<file path="config.mk">
export PLATFORM = sky130hd
export DESIGN_NAME = bcd_down_timer
export DESIGN_NICKNAME = d
export VERILOG_FILES = /design/src/rtl/bcd_timer_pkg.sv /design/src/rtl/bcd_digit_down.sv /design/src/rtl/bcd_down_timer.sv
export SDC_FILE = /design/constraint.sdc
export NUM_CORES = 1
export LEC_CHECK = 0
export BUFFER_PORTS_ARGS = -buffer_cell sky130_fd_sc_hd__buf_2
export CORE_MARGIN = 2
export CORE_UTILIZATION = 53
export CTS_BUF_LIST = sky130_fd_sc_hd__clkbuf_16
export DETAILED_ROUTE_END_ITERATION = 6
export GPL_ROUTABILITY_DRIVEN = 0
export GPL_TIMING_DRIVEN = 1
export PLACE_DENSITY = 0.84
export SYNTH_ARGS = -nofsm -noshare
export SYNTH_HDL_FRONTEND = slang
export SYNTH_SLANG_ARGS = --single-unit
export TNS_END_PERCENT = 5
</file>
<file path="constraint.sdc">
create_clock -name clk -period 2.3 [get_ports clk]
set_input_delay 0 -clock clk [delete_from_list [all_inputs] [get_ports clk]]
set_output_delay 0 -clock clk [all_outputs]
set_load 0.05 [all_outputs]
</file>
<file path="src/rtl/bcd_timer_pkg.sv">
// Shared types and helpers for the BCD countdown timer.
// Latency: n/a (types, constants and a pure function only).
// Backpressure: n/a.
package bcd_timer_pkg;

  typedef enum logic [1:0] {
    IDLE   = 2'd0,
    RUN    = 2'd1,
    PAUSED = 2'd2,
    DONE   = 2'd3
  } state_t;

  localparam int          DIGIT_W = 4;
  localparam logic [3:0]  BCD_MAX = 4'd9;

  // Force a nibble into the legal BCD range; A..F saturate to 9.
  function automatic logic [DIGIT_W-1:0] clamp_digit(input logic [DIGIT_W-1:0] d);
    return (d > BCD_MAX) ? BCD_MAX : d;
  endfunction

endpackage

</file>
<file path="src/rtl/bcd_digit_down.sv">
// Single BCD digit down-counter with borrow output for chaining.
// Latency: q updates one cycle after load/dec_in; borrow_out is combinational.
// Backpressure: none; load wins over dec_in.
// Ports: clk, rst (sync, active-high); load/d preset the digit;
//        dec_in decrements; q is the digit; borrow_out = dec_in & (q==0).
module bcd_digit_down
  import bcd_timer_pkg::*;
(
  input  logic               clk,
  input  logic               rst,
  input  logic               load,
  input  logic [DIGIT_W-1:0] d,
  input  logic               dec_in,
  output logic [DIGIT_W-1:0] q,
  output logic               borrow_out
);

  logic [DIGIT_W-1:0] r_q;

  always_ff @(posedge clk) begin
    if (rst) begin
      r_q <= '0;
    end else if (load) begin
      r_q <= d;
    end else if (dec_in) begin
      r_q <= (r_q == '0) ? BCD_MAX : r_q - 4'd1;
    end
  end

  assign q          = r_q;
  assign borrow_out = dec_in & (r_q == '0);

endmodule

</file>
<file path="src/rtl/bcd_down_timer.sv">
// Multi-digit BCD countdown timer with done pulse and optional auto-reload.
// Latency: count/busy/done registered, valid one cycle after the qualifying input.
// Backpressure: none; load > pause > tick, ticks outside RUN are dropped.
// Ports: clk, rst (sync, active-high); tick, load/load_val, start, pause in;
//        count (BCD, digit 0 in [3:0]), busy (state==RUN), done (1-cycle
//        expiry pulse), zero (count==0) out.
module bcd_down_timer
  import bcd_timer_pkg::*;
#(
  parameter int DIGITS      = 4,
  parameter bit AUTO_RELOAD = 1'b0
) (
  input  logic                    clk,
  input  logic                    rst,
  input  logic                    tick,
  input  logic                    load,
  input  logic [4*DIGITS-1:0]     load_val,
  input  logic                    start,
  input  logic                    pause,
  output logic [4*DIGITS-1:0]     count,
  output logic                    busy,
  output logic                    done,
  output logic                    zero
);

  localparam int W = DIGITS * DIGIT_W;
  localparam logic [W-1:0] ONE = W'(1);

  state_t          r_state;
  state_t          w_state_nxt;
  logic [W-1:0]    r_preset;
  logic            r_busy;
  logic            r_done;

  logic            w_done_nxt;
  logic            w_dig_load;
  logic [W-1:0]    w_dig_d;
  logic [W-1:0]    w_load_clamped;
  logic [W-1:0]    w_count;
  logic            w_dec;
  logic [DIGITS-1:0] w_dec_in;
  logic [DIGITS-1:0] w_borrow;
  logic            w_zero;
  logic            w_is_one;
  logic            w_msd_borrow_unused;

  always_comb begin
    w_load_clamped = '0;
    for (int i = 0; i < DIGITS; i++) begin
      w_load_clamped[i*DIGIT_W +: DIGIT_W] = clamp_digit(load_val[i*DIGIT_W +: DIGIT_W]);
    end
  end

  // Digit chain: digit i+1 moves only when every lower digit borrows.
  for (genvar i = 0; i < DIGITS; i++) begin : g_digit
    if (i == 0) begin : g_lsd
      assign w_dec_in[i] = w_dec;
    end else begin : g_upper
      assign w_dec_in[i] = w_borrow[i-1];
    end

    bcd_digit_down u_digit (
      .clk        (clk),
      .rst        (rst),
      .load       (w_dig_load),
      .d          (w_dig_d[i*DIGIT_W +: DIGIT_W]),
      .dec_in     (w_dec_in[i]),
      .q          (w_count[i*DIGIT_W +: DIGIT_W]),
      .borrow_out (w_borrow[i])
    );
  end

  // The top digit can only borrow on an underflow, which the FSM never allows.
  assign w_msd_borrow_unused = w_borrow[DIGITS-1];

  assign w_zero   = (w_count == '0);
  assign w_is_one = (w_count == ONE);

  always_comb begin
    w_state_nxt = r_state;
    w_dig_load  = 1'b0;
    w_dig_d     = r_preset;
    w_dec       = 1'b0;
    w_done_nxt  = 1'b0;

    if (load) begin
      w_dig_load  = 1'b1;
      w_dig_d     = w_load_clamped;
      w_state_nxt = IDLE;
    end else begin
      case (r_state)
        IDLE: begin
          // A zero count never enters RUN, so no done pulse and no underflow.
          if (start && !w_zero) begin
            w_state_nxt = RUN;
          end
        end
        RUN: begin
          if (pause) begin
            w_state_nxt = PAUSED;
          end else if (tick) begin
            if (w_zero) begin
              // Only reachable in auto-reload mode after expiry: restart the period.
              w_dig_load = 1'b1;
            end else begin
              w_dec = 1'b1;
              if (w_is_one) begin
                w_done_nxt = 1'b1;
                if (!AUTO_RELOAD) begin
                  w_state_nxt = DONE;
                end
              end
            end
          end
        end
        PAUSED: begin
          if (start) begin
            w_state_nxt = RUN;
          end
        end
        DONE: begin
          if (start && !AUTO_RELOAD && (r_preset != '0)) begin
            w_dig_load  = 1'b1;
            w_state_nxt = RUN;
          end
        end
        default: w_state_nxt = IDLE;
      endcase
    end
  end

  always_ff @(posedge clk) begin
    if (rst) begin
      r_state  <= IDLE;
      r_preset <= '0;
      r_busy   <= 1'b0;
      r_done   <= 1'b0;
    end else begin
      r_state <= w_state_nxt;
      r_busy  <= (w_state_nxt == RUN);
      r_done  <= w_done_nxt;
      if (load) begin
        r_preset <= w_load_clamped;
      end
    end
  end

  assign count = w_count;
  assign busy  = r_busy;
  assign done  = r_done;
  assign zero  = w_zero;

endmodule

</file>
# Word level (Yosys, flattened, before mapping)
# Index checks and enable logic that the tools add are counted.
[op_classes]
n_reduce_logical = 15
n_lt_le_gt_ge = 4
n_addsub = 4
n_eq_ne = 5
muxes = 38
bitwise_logic = 5
[op_table]
columns = ["op", "count"]
rows = [
  ["two-way mux 4 bit", 16],
  ["equality test 16 x 1 -> 1 bit (second input constant)", 1],
  ["> comparator 4 bit (second input constant)", 4],
  ["zero test 16 bit", 1],
  ["zero test 4 bit", 4],
  ["two-way mux 16 bit", 1],
  ["two-way mux 2 bit", 8],
  ["nonzero test 16 bit", 1],
  ["subtractor 4 x 1 -> 4 bit (second input constant)", 4],
  ["two-way mux 1 bit", 11],
  ["one-hot mux 2 bit (4 select lines)", 1],
  ["nonzero test 2 bit", 4],
  ["OR reduction 6 bit", 1],
  ["equality test 2 x 1 -> 1 bit (second input constant)", 2],
  ["equality test 2 bit (second input constant)", 2],
  ["bitwise AND 1 bit", 3],
  ["logical AND 1 bit", 2],
  ["zero test 2 bit", 1],
  ["NOT 1 bit", 2],
  ["one-hot mux 1 bit (2 select lines)", 1],
  ["zero test 1 bit", 1],
]
[totals]
out_inout_bits = 19
regBits = 36
input_bits = 22
word_cells = 79

# Depth between registers and ports, before layout
[depth]
word_depth = 11
mapped_depth = 7
ltp_nobuf = 5

# By module
# From an unflattened synthesis, not the netlist that was laid out.
[hier_totals]
cells_unflattened = 208
area_unflattened_um2 = 1861.8
[by_module_without_submodules]
columns = ["module", "instances", "cells_each", "seq_area_each_um2", "area_per_inst_um2"]
rows = [
  ["bcd_down_timer", 1, 112, 400.4, 975.9],
  ["bcd_digit_down", 4, 24, 80.1, 221.5],
]

# Least setup slack after synthesis
# Ideal clock, no wire load.
[synth_path]
path_type = "reg2reg"
startpoint = "register g_digit[2].u_digit.r_q[0]"
endpoint = "register r_busy (netlist: busy)"
required_time_ns = 2.184
n_path_buf = 0
setup_ns = 0.116
stages_incl_launch_ff = 6
t_arrival_ns = 2.023
slack_ns = 0.161
synth_period_minus_slack_ns = 2.139
path_cell_list = "dfxtp_1 -> nor4_4 -> and2_1 -> and3_1 -> a21boi_1 -> and3_1"
[synth_via]
elab_cells_between_ends = 12
classes_between = "2 x eq/ne; 7 x mux; 3 x reduce/logical"
[synth_rtl]
columns = ["item", "line", "source"]
rows = [
  ["start, declared", "bcd_digit_down.sv:18", "logic [DIGIT_W-1:0] r_q;"],
  ["start signal, assigned", "bcd_digit_down.sv:26", "r_q <= (r_q == '0) ? BCD_MAX : r_q - 4'd1;"],
  ["zero test 16 bit *", "bcd_down_timer.sv:76", "assign w_zero = (w_count == '0);"],
  ["named net zero", "bcd_down_timer.sv:23", "output logic zero"],
  ["two-way mux 2 bit / zero test 1 bit (equally long branches)", "bcd_down_timer.sv:102, bcd_down_timer.sv:94", ""],
  ["two-way mux 2 bit / logical AND 1 bit (equally long branches)", "bcd_down_timer.sv:101, bcd_down_timer.sv:94", ""],
  ["two-way mux 2 bit (on tied branches)", "bcd_down_timer.sv:99, bcd_down_timer.sv:94", ""],
  ["one-hot mux 2 bit (4 select lines) *", "bcd_down_timer.sv:91", "case (r_state)"],
  ["two-way mux 2 bit *", "bcd_down_timer.sv:86", "if (load) begin"],
  ["equality test 2 x 1 -> 1 bit *", "bcd_down_timer.sv:140", "r_busy <= (w_state_nxt == RUN);"],
  ["end signal, assigned", "bcd_down_timer.sv:140", ""],
  ["end, declared", "bcd_down_timer.sv:32", "logic r_busy;"],
]
# The timed path passes the listed nets; every way through them passes the cells marked *.
# A chain may end at the register's enable or synchronous reset.

# Worst setup path after layout
[layout_path]
startpoint = "register g_digit[1].u_digit.r_q[0]"
endpoint = "register g_digit[2].u_digit.r_q[3]"
[layout_via]
elab_chain_cells = 9
elab_cells_between_ends = 16
classes_between = "11 x mux; 2 x bitwise; 3 x reduce/logical"
[layout_lines]
columns = ["item", "line", "source"]
rows = [
  ["start, declared", "bcd_digit_down.sv:18", ""],
  ["start signal, assigned", "bcd_digit_down.sv:26", ""],
  ["zero test 16 bit", "bcd_down_timer.sv:76", ""],
  ["two-way mux 1 bit", "bcd_down_timer.sv:102", "if (w_zero) begin"],
  ["two-way mux 1 bit", "bcd_down_timer.sv:101", "end else if (tick) begin"],
  ["two-way mux 1 bit", "bcd_down_timer.sv:99", "if (pause) begin"],
  ["two-way mux 1 bit", "bcd_down_timer.sv:91", ""],
  ["two-way mux 1 bit", "bcd_down_timer.sv:86", ""],
  ["bitwise AND 1 bit (2 in a row)", "bcd_digit_down.sv:31", "assign borrow_out = dec_in & (r_q == '0);"],
  ["nonzero test 2 bit (no source line)", "-", ""],
]
# Parallel ways exist; a longest one is shown, timed or not.

==> impl_metrics.toml <==
[status]
outcome = "complete, no violations"

[timing]
fin_skew_ns = 0.00421
period_needed_ns = 1.95
relSlewSlack = 0.608
worst_slack_ns = 0.350
hold_viol_final = 0
max_freq_ghz = 0.513
setup_viol = 0
rsz0062_at_grt = "no"
tns_ns = 0
worst_pin_slew_ns = 0.583
final_max_slew_viol_count = 0
finalHoldWorstSlack_ns = 0.0130
fin_crit_sh = 0.848

[clock_tree]
cts_buffer_depth = 2
cts_made_buffers = 5
clkSlewWorstSetupHoldPaths_ns = 0.05
clock_sinks = 36
cts_root_buf = "clkbuf_16"
cts_setup_buffers = 0
clock_latency_ns = 0.28
cts_tree = "built"
htreeDepth = 2
cts_resized = 0
holdBufCountCts = 0

[setup_path]
cp_data_arrival_time_ns = 2.12
reg2reg_slack_ns = 0.35
cp.required_ns = 2.47
crit_type = "register to register"
worst_path_max_delay_cell = "o221ai_2"
worstSetupStartpointType = "register"
critPathTopFamily = "simple AND/OR/NAND/NOR gates"
crit_path_cell_trace = "nor4_4 > nand4_4 > o221ai_2 > nor2_1 > a22o_1"
critPathBufInv = 0
cp_max_fo = 10
max_stage_delay_ns = 0.42
end_kind = "register"

[grt]
grt_pass1_vias = 1630
overflow = 0
grt_max_degree = 28
antenna_found_initial = 0
grt_pass1_wl_um = 7690
track_usage = 0.245

[routing]
wirelength_um = 4610
drtIter0Drc = 131
wl_per_cell_um = 14.9
ant_nets = 0
dr.pass1.iters = 6
vias = 1829
avgViaCountPerCell = 5.90
drc_errors = 0

[final_layout]
final_nets = 286
final_area_mm2 = 0.00225
mostFrequentLayoutCell = "buf_2"
num_antenna_cells = 0
final_cell_mix = "buf_2, dfxtp_1, nor2_1, nand2_1, a21oi_1"
drive_gt1_frac = 0.235
final_util = 0.669
syn2layout_area_growth_pct = 20.0
layoutNonFillerInstCount = 310

[pwr]
p_seq_frac = 0.428
comb_power_share = 0.188
p_total_mw = 1.64
swShare = 0.297
p_sw_mw = 0.488
clkPwrFrac = 0.385
worst_ir_drop_vdd_uv = 458
power_density_mw_per_mm2 = 730
power.leakage_nw = 0.945
p_int_mw = 1.15

[logic_synthesis]
yosys-top-cells-area = "dfxtp_1, nor2_1, nand2_1"
synth_flop_cell = "dfxtp_1"
ys_seq_area_frac = 0.385
syn_area_per_cell_um2 = 8.40
ys_ff_latch = 36
syn-cell-area_mm2 = 0.00187
syn_nets = 245
yosysWarnings = 0
synth_top_area_share = 0.385
synth_top_area_cell = "dfxtp_1"
ys_async_sr_fraction = 0
synth_cell_types = 54
synth_edf_count = 0
synthCells = 223

[die]
initial_utilization = 0.557
die_area_mm2 = 0.00403
die_h_um = 63.5
core_mm2 = 0.00336
rows = 21
num_io_pins = 41
die_w_um = 63.5

[place]
port_buffers = 40
dp_slack_ns = 0.382
placedCellCount = 303
dpl_cell_area_mm2 = 0.00212
hpwl_um = 3360

[flow_run]
maxCapViolCount = 0

[min_path]
hp-class = "input port to register"
power by group through the flow:
stage	Combinational [mW]	Clock [mW]	Sequential, mW
CTS	0.306	0.631	0.701
global route	0.332	0.667	0.707
global placement	0.301	0	0.712
floorplan	0.160	0	0.770
finish	0.308	0.631	0.702
detailed placement	0.304	0	0.714
layer usage:
metal	global-route usage	part of all wire	up-vias
met4	0.0951	0.014	0
met3	0.0500	0.069	6
met2	0.391	0.46	77
li1	-	-	905
met1	0.324	0.46	841
met5	0	0	-
area by class of cell:
cell class              instances  area [um2]
clock buffers                   5         125
clock inverters                 2        7.51
fillers                       291        1110
inverters                       7        26.3
multi-input cells             171        1090
flip-flops and latches         36         721
well taps                      46        57.6
repair buffers                 43         223
tightest hold or removal path, stage by stage:
cell      delay (ns)
buf_2           0.09
inv_1           0.04
a311oi_1        0.10
sequential cells by signal (all words and copies together) (netlist names):
name,count
r_preset,16
r_state,2
busy,1
g_digit.u_digit.q,16
done,1
kinds of logic after synthesis:
| logic type | share of synthesized area |
|---|---|
| AOI/OAI and AO/OA | 0.232 |
| DFF | 0.385 |
| buffers and inverters | 0.0347 |
| and+or+nand+nor | 0.301 |
| xor gates and xnor gates | 0.00935 |
| muxes | 0.0381 |
worst paths after layout:
path | from | end | cells after the start
max | g_digit[1].u_digit.q[0]$_SDFFE_PP0P_ | g_digit[2].u_digit.q[3]$_SDFFE_PP0P_ | 5
min | load_val[12] | r_preset[12]$_SDFF_PP0_ | 3
max reg2reg | g_digit[1].u_digit.q[0]$_SDFFE_PP0P_ | g_digit[2].u_digit.q[3]$_SDFFE_PP0P_ | 5
min reg2reg | r_preset[5]$_SDFF_PP0_ | r_preset[5]$_SDFF_PP0_ | 2
cells in the mapped netlist (3+ instances only):
| library cell | number |
|---|---|
| dfxtp_1 | 36 |
| nor2_1 | 35 |
| nand2_1 | 19 |
| a21oi_1 | 14 |
| o21ai_0 | 9 |
| clkbuf_1 | 7 |
| inv_1 | 7 |
| nor3_1 | 7 |
| mux2i_1 | 6 |
| nand3_1 | 5 |
| nor4_1 | 5 |
| a311oi_1 | 4 |
| a31oi_1 | 4 |
| a221o_1 | 3 |
| a22o_1 | 3 |
| and2_1 | 3 |
| and3_1 | 3 |
| nand4_1 | 3 |
| nor2b_1 | 3 |
| o22ai_1 | 3 |
Note: power is estimated with default switching activity, not from simulation.
